[config.mk]
export PLATFORM = sky130hd
export DESIGN_NAME = amiq_fifo_ctrl_sequencer
export DESIGN_NICKNAME = d
export VERILOG_FILES = /design/src/rtl/amiq_fifo_ctrl_sequencer.sv
export SDC_FILE = /design/constraint.sdc
export NUM_CORES = 1
export LEC_CHECK = 0
export BUFFER_PORTS_ARGS = -buffer_cell sky130_fd_sc_hd__buf_2
export CORE_ASPECT_RATIO = 0.75
export CORE_MARGIN = 2
export CORE_UTILIZATION = 50
export DETAILED_ROUTE_END_ITERATION = 16
export PLACE_DENSITY = 0.75
export SLEW_MARGIN = 5
export SYNTH_ARGS = -nofsm -noshare
export SYNTH_HDL_FRONTEND = slang
export SYNTH_SLANG_ARGS = --single-unit
[constraint.sdc]
create_clock -name clk -period 2.8 [get_ports clk]
set_clock_uncertainty 0.05 [all_clocks]
set_input_delay 0.56 -clock clk [delete_from_list [all_inputs] [get_ports clk]]
set_output_delay 0.56 -clock clk [all_outputs]
set_load 0.02 [all_outputs]
[src/rtl/amiq_fifo_ctrl_sequencer.sv]
// FIFO control initiator: sequences the FIFO hard reset and owns the almost-full /
// almost-empty thresholds, updated through a validated valid/ready config port.
module amiq_fifo_ctrl_sequencer #(
    parameter int P             = 4,
    parameter int RST_CYCLES    = 4,
    parameter int DEF_ALM_FULL  = 1,
    parameter int DEF_ALM_EMPTY = 1
) (
    input  logic         clk,
    input  logic         rst_n,
    input  logic         cfg_valid,
    output logic         cfg_ready,
    input  logic         cfg_flush,
    input  logic [P-1:0] cfg_alm_full_thresh,
    input  logic [P-1:0] cfg_alm_empty_thresh,
    output logic         cfg_err,
    output logic         busy,
    output logic         fifo_rst_n,
    output logic [P-1:0] alm_full_thresh,
    output logic [P-1:0] alm_empty_thresh
);

    localparam int              CW       = (RST_CYCLES > 1) ? $clog2(RST_CYCLES) : 1;
    localparam logic [CW-1:0]   CNT_LAST = CW'(RST_CYCLES - 1);
    localparam logic [P:0]      LIMIT    = {1'b1, {P{1'b0}}};

    typedef enum logic [1:0] {INIT_RST, IDLE, FLUSH, SETTLE} state_t;

    state_t        state_reg, state_next;
    logic [CW-1:0] count_reg, count_next;
    logic [P-1:0]  full_reg, full_next;
    logic [P-1:0]  empty_reg, empty_next;
    logic          fifo_rst_reg, fifo_rst_next;
    logic          ready_reg, ready_next;
    logic          err_reg, err_next;
    logic          busy_reg, busy_next;

    logic [P:0]    req_sum;
    logic          req_ok;

    // Sum is one bit wider than the thresholds so 2**P itself is representable.
    assign req_sum = {1'b0, cfg_alm_full_thresh} + {1'b0, cfg_alm_empty_thresh};
    assign req_ok  = (cfg_alm_full_thresh != '0) && (cfg_alm_empty_thresh != '0)
                     && (req_sum <= LIMIT);

    always_comb begin
        state_next    = state_reg;
        count_next    = count_reg;
        full_next     = full_reg;
        empty_next    = empty_reg;
        fifo_rst_next = fifo_rst_reg;
        ready_next    = ready_reg;
        err_next      = 1'b0;

        case (state_reg)
            INIT_RST, FLUSH: begin
                if (count_reg == CNT_LAST) begin
                    count_next    = '0;
                    fifo_rst_next = 1'b1;
                    if (state_reg == INIT_RST) begin
                        state_next = IDLE;
                        ready_next = 1'b1;
                    end else begin
                        state_next = SETTLE;
                    end
                end else begin
                    count_next = count_reg + CW'(1);
                end
            end
            IDLE: begin
                if (cfg_valid && ready_reg) begin
                    ready_next = 1'b0;
                    state_next = SETTLE;
                    if (req_ok) begin
                        full_next  = cfg_alm_full_thresh;
                        empty_next = cfg_alm_empty_thresh;
                        if (cfg_flush) begin
                            state_next    = FLUSH;
                            fifo_rst_next = 1'b0;
                            count_next    = '0;
                        end
                    end else begin
                        // Rejected requests leave thresholds and FIFO untouched.
                        err_next = 1'b1;
                    end
                end
            end
            SETTLE: begin
                state_next = IDLE;
                ready_next = 1'b1;
            end
            default: begin
                state_next = INIT_RST;
                count_next = '0;
            end
        endcase

        busy_next = (state_next != IDLE);
    end

    always_ff @(posedge clk) begin
        if (!rst_n) begin
            state_reg    <= INIT_RST;
            count_reg    <= '0;
            full_reg     <= P'(DEF_ALM_FULL);
            empty_reg    <= P'(DEF_ALM_EMPTY);
            fifo_rst_reg <= 1'b0;
            ready_reg    <= 1'b0;
            err_reg      <= 1'b0;
            busy_reg     <= 1'b1;
        end else begin
            state_reg    <= state_next;
            count_reg    <= count_next;
            full_reg     <= full_next;
            empty_reg    <= empty_next;
            fifo_rst_reg <= fifo_rst_next;
            ready_reg    <= ready_next;
            err_reg      <= err_next;
            busy_reg     <= busy_next;
        end
    end

    assign cfg_ready        = ready_reg;
    assign cfg_err          = err_reg;
    assign busy             = busy_reg;
    assign fifo_rst_n       = fifo_rst_reg;
    assign alm_full_thresh  = full_reg;
    assign alm_empty_thresh = empty_reg;

endmodule

**Yosys cells after proc, flatten, opt, wreduce, memory -nomap -nowiden**

Cells that the tools add are included.

- Magnitude comparators: 1
- Mux-type cells: 21
- Add/sub/neg operators: 2
- Eq/ne operators: 10
- Reductions and logical operators: 13

Operator list:

| kind | count |
|---|---|
| two-way mux 2 bit | 7 |
| two-way mux 1 bit | 10 |
| != test 2 bit (second input constant) | 5 |
| AND reduction 3 bit | 3 |
| nonzero test 4 bit | 2 |
| equality test 2 bit (second input constant) | 3 |
| case mux 2 bit (3 select lines) | 1 |
| adder 4 x 4 -> 5 bit | 1 |
| less-or-equal comparator 5 bit (second input constant) | 1 |
| AND reduction 5 bit | 1 |
| case mux 2 bit (2 select lines) | 1 |
| AND reduction 4 bit | 1 |
| logical AND 1 bit | 3 |
| case mux 1 bit (3 select lines) | 1 |
| adder 2 x 1 -> 2 bit (second input constant) | 1 |
| equality test 2 x 1 -> 1 bit (second input constant) | 1 |
| zero test 2 bit | 1 |
| != test 2 x 1 -> 1 bit (second input constant) | 1 |
| case mux 1 bit (2 select lines) | 1 |
| nonzero test 2 bit | 1 |
| OR reduction 2 bit | 1 |

- Output and inout port bits: 12
- Flip-flop bits (word level): 16
- Logic and storage cells: 55

**Logic depth before layout (Yosys ltp)**

- Depth after elaboration: 7
- Depth in mapped cells: 8

**Worst setup path after synthesis**

No wires, ideal clock.

- Kind: input to register
- Start: input port cfg_alm_full_thresh[0]
- End: register empty_reg[0] (netlist: alm_empty_thresh[0])
- Path slack: 0.611 ns
- Path buffers: 0
- Setup time: 0.072 ns
- Required time: 2.678 ns
- Stages: 8
- Arrival: 2.068 ns
- Path through: ha_1 inv_1 fa_1 xnor2_1 nor3b_2 o21ai_2 a21oi_4 mux2i_1

- Longest elaborated chain between the ends: 4
- Elaborated cells on any way between the ends: 6
- Classes of those cells: add/sub: 1; order compare: 1; reduce/logical: 4

RTL lines:

| what | line | source |
|---|---|---|
| start: declaration | 14 | `input logic [P-1:0] cfg_alm_full_thresh,` |
| adder 4 x 4 -> 5 bit / nonzero test 4 bit (equally long branches) | 42, 43 |  |
| less-or-equal comparator 5 bit / logical AND 1 bit (equally long branches) | 44, 43 |  |
| logical AND 1 bit (*) | 44 | `&& (req_sum <= LIMIT);` |
| AND reduction 3 bit (no line) (*) | -- |  |
| end signal: assignment | 106 | `empty_reg <= P'(DEF_ALM_EMPTY);` |
| end signal: assignment | 115 | `empty_reg <= empty_next;` |
| end: declaration | 32 | `logic [P-1:0] empty_reg, empty_next;` |

Every way passes the cells marked *; elsewhere a longest branch is shown, timed or not.
A chain may end at the register's enable or synchronous reset.

**Worst setup path in the final report**

- Start: input port cfg_alm_full_thresh[0]
- End: register full_reg[2] (netlist: alm_full_thresh[2])

- Longest elaborated chain between the ends: 4
- Elaborated cells on any way between the ends: 6
- Classes of those cells: add/sub: 1; order compare: 1; reduce/logical: 4

RTL lines:

| what | line | source |
|---|---|---|
| adder 4 x 4 -> 5 bit / nonzero test 4 bit (equally long branches) | 42, 43 |  |
| less-or-equal comparator 5 bit / logical AND 1 bit (equally long branches) | 44, 43 |  |
| logical AND 1 bit (*) | 44 |  |
| AND reduction 3 bit (no line) (*) | -- |  |
| end signal: assignment | 105 | `full_reg <= P'(DEF_ALM_FULL);` |
| end signal: assignment | 114 | `full_reg <= full_next;` |
| end: declaration | 31 | `logic [P-1:0] full_reg, full_next;` |

Marked as above.

==> results.md <==
* Layout cell share with drive strength beyond 1 at 0.282
* GRT Residual Overflow at 0
* Worst VDD drop at 237 uV
* Pwr Density at 490 nW/um^2
* Max-cap viol count at 0
* Mux cell area share after synthesis at 0.0922
* Root buf cell: clkbuf_4
* Largest family of logic cells by synthesized area: simple AND/OR/NAND/NOR gates
* Setup WS pre-CTS at 0.285 ns
* Setup Fix Bufs, Post-CTS at 0
* Tcrit/Tclk final at 0.794
* Endpoints failing setup at 0
* Worst-Margin Slew at 0.480 ns
* Setup slack after layout at 0.576 ns
* Fmax achieved at 450 MHz
* Post-synthesis sequential area ratio at 0.369
* Tmin final at 2.22 ns
* CTS H-tree depth at 1
* Data required, critical path at 2.95 ns
* Max-slew violations at 0
* DRC viols at 0
* Full die area at 2090 sq um
* Layout Nets at 137
* Synth Area in XOR/XNOR at 0.0101
* Die X at 52.1 um
* Syn Inst Count at 95
* Worst path cell trace: buf_2 -> ha_1 -> inv_1 -> fa_1 -> xnor2_1 -> nor3b_2 -> o21ai_2 -> a21oi_4 -> mux2i_1
* Synth warn at 0
* Final WL at 1760 um
* Relative slew slack at 0.680
* Drt wl/cell at 12.7 um
* First-pass GRT wire length at 2890 um
* Dpl hpwl at 1380 um
* CTS resizes at 0
* Ports at 24
* Crit start category: primary input
* Rows at 13
* Crit path from: cfg_alm_full_thresh[0]
* Synth Area in Compound Gates at 0.125
* FF-to-FF Start: state_reg[0]$_SDFF_PN0_
* TNS Setup at 0 ns
* Hold Crit Start: alm_empty_thresh[1]$_SDFFE_PN0P_
* Hold Fails Final Rpt at 0
* RSZ-0062 raised after global routing: false
* Leak at 0.423 nW
* Initial core utilization at 0.518
* Setup crit end: alm_full_thresh[2]$_SDFFE_PN0P_
* Post-layout util at 0.608
* Number of buffers created by CTS at 3
* Number of synthesized flops with an enable pin at 0
* Vias in the first global route at 638
* DP Area at 996 sq um
* Total number of vias at 721
* Final instance area at 1020 sq um
* Synthesis-to-finish area growth at 17.3%
* Crit path capture type: register
* Commonest cells after routing, fill and taps aside: 23 x buf_2, 16 x dfxtp_1, 14 x nand2_1
* Worst EP arrival at 2.38 ns
* Post-Synthesis Mean Instance Area at 9.14 sq um
* Core area at 1680 sq um
* Worst skew pair latency at 0.28 ns
* Hold Path Class: register to register
* Capturing point of the worst reg2reg path: alm_full_thresh[2]$_SDFFE_PN0P_
* CP Class: primary input to register
* Main synth FF type: dfxtp_1
* All-Layer GR Usage at 0.200
* Commonest non-fill, non-tap cell in the layout: buf_2
* Initial antenna violation count at 0
* Post-synth top area share at 0.369
* Area fraction in and, or, nand and nor cells after synthesis at 0.278
* Status: finished clean
* Synth top area cells: dfxtp_1 37%, mux2i_1 9.2%, ha_1 7.2%
* DRT antenna net count at 0
* Synth Area in Adders at 0.0951
* Crit path max-delay cell type: fa_1
* Drt initial violations at 5
* Mapped cell area at 868 sq um
* Biggest area consumer among synthesized cells: dfxtp_1
* Flop2flop setup slack at 1.02 ns
* Syn Nets at 113
* Largest net degree at the start of global routing at 27
* Number of buffers added on ports at 23
* Die H at 40.1 um
* Slowest stage delay, CP at 0.40 ns
* CP Max Fanout at 8
* Synth cell types at 30
* Ant. Diodes at 0
* Pre-antenna DRT Iters at 2
* FF+latch count, synth at 16
* CTS tree: built
* Reg2Reg Depth at 4
* Vias/cell at 5.19
* Hold_buf cts at 0
* FFs w/ async S/R, synth at 0
* Clock buffer depth at 2
* Clock transition at path regs at 0.09 ns
* Clock sinks at 16
* Gpl congestion at 0.872
## worst max-delay path, delay by kind of cell
family,cells,cell delay (ns)
AOI/OAI and AO/OA,2,0.46
xor gates and xnor gates,1,0.15
adders and majority gates,2,0.58
buffers and inverters,2,0.17
muxes,1,0.26
and+or+nand+nor,1,0.19
## metrics by stage
| step | power, W | std cells | hold WS [ns] |
|---|---|---|---|
| global placement | 0.000382 | 136 | 0.393 |
| finish | 0.000499 | 139 | 0.406 |
| CTS | 0.000503 | 139 | 0.408 |
| global route | 0.000528 | 139 | 0.430 |
| floorplan | 0.000353 | 95 | 0.401 |
| detailed placement | 0.000387 | 136 | 0.396 |
## how the worst min path moves through the flow
stage                                                  end  slack (ns)  cells past startpoint
after floorplan                  count_reg[1]$_SDFFE_PN0P_        0.40                      2
after global placement     alm_full_thresh[1]$_SDFFE_PN0P_        0.39                      2
after detailed placement  alm_empty_thresh[1]$_SDFFE_PN0P_        0.40                      2
after CTS                 alm_empty_thresh[1]$_SDFFE_PN0P_        0.41                      2
after global routing      alm_empty_thresh[3]$_SDFFE_PN0P_        0.43                      2
final                     alm_empty_thresh[1]$_SDFFE_PN0P_        0.41                      2
## per-layer routing
| layer | vias up | track usage | part of all wire |
|---|---|---|---|
| met2 | 14 | 0.301 | 0.44 |
| met1 | 332 | 0.270 | 0.51 |
| met5 | - | 0 | 0 |
| li1 | 373 | - | - |
| met3 | 2 | 0.0485 | 0.044 |
| met4 | 0 | 0.0987 | 0.0074 |
## where the power goes
part           switching [W]  total (W)  internal [W]
combinational      0.0000617   0.000116     0.0000543
sequential         0.0000190   0.000266      0.000247
clock              0.0000673   0.000117     0.0000499
## Yosys cell counts (2+ instances only)
master    instances
dfxtp_1          16
nand2_1          14
mux2i_1           8
nor2b_1           7
ha_1              5
a21oi_1           4
clkbuf_1          4
nand2b_1          4
o21ai_0           4
inv_1             3
nand3_1           3
nor2_1            3
nand4_1           2
nor4_1            2
## cells by family after synthesis
kind of cell             Yosys count
AND/OR/NAND/NOR                   42
flip-flops                        16
AO/OA/AOI/OAI                     15
multiplexers                       8
buffers and inverters              7
adder cells (fa/ha/maj)            6
XOR/XNOR                           1
## layout make-up
class / count / area [sq um]
fillers: 150 / 657
well taps: 22 / 27.5
inverters: 3 / 11.3
clock buffers: 3 / 22.5
flip-flops and latches: 16 / 320
multi-input cells: 72 / 522
repair buffers: 23 / 115
Note: power is estimated with default switching activity, not from simulation.
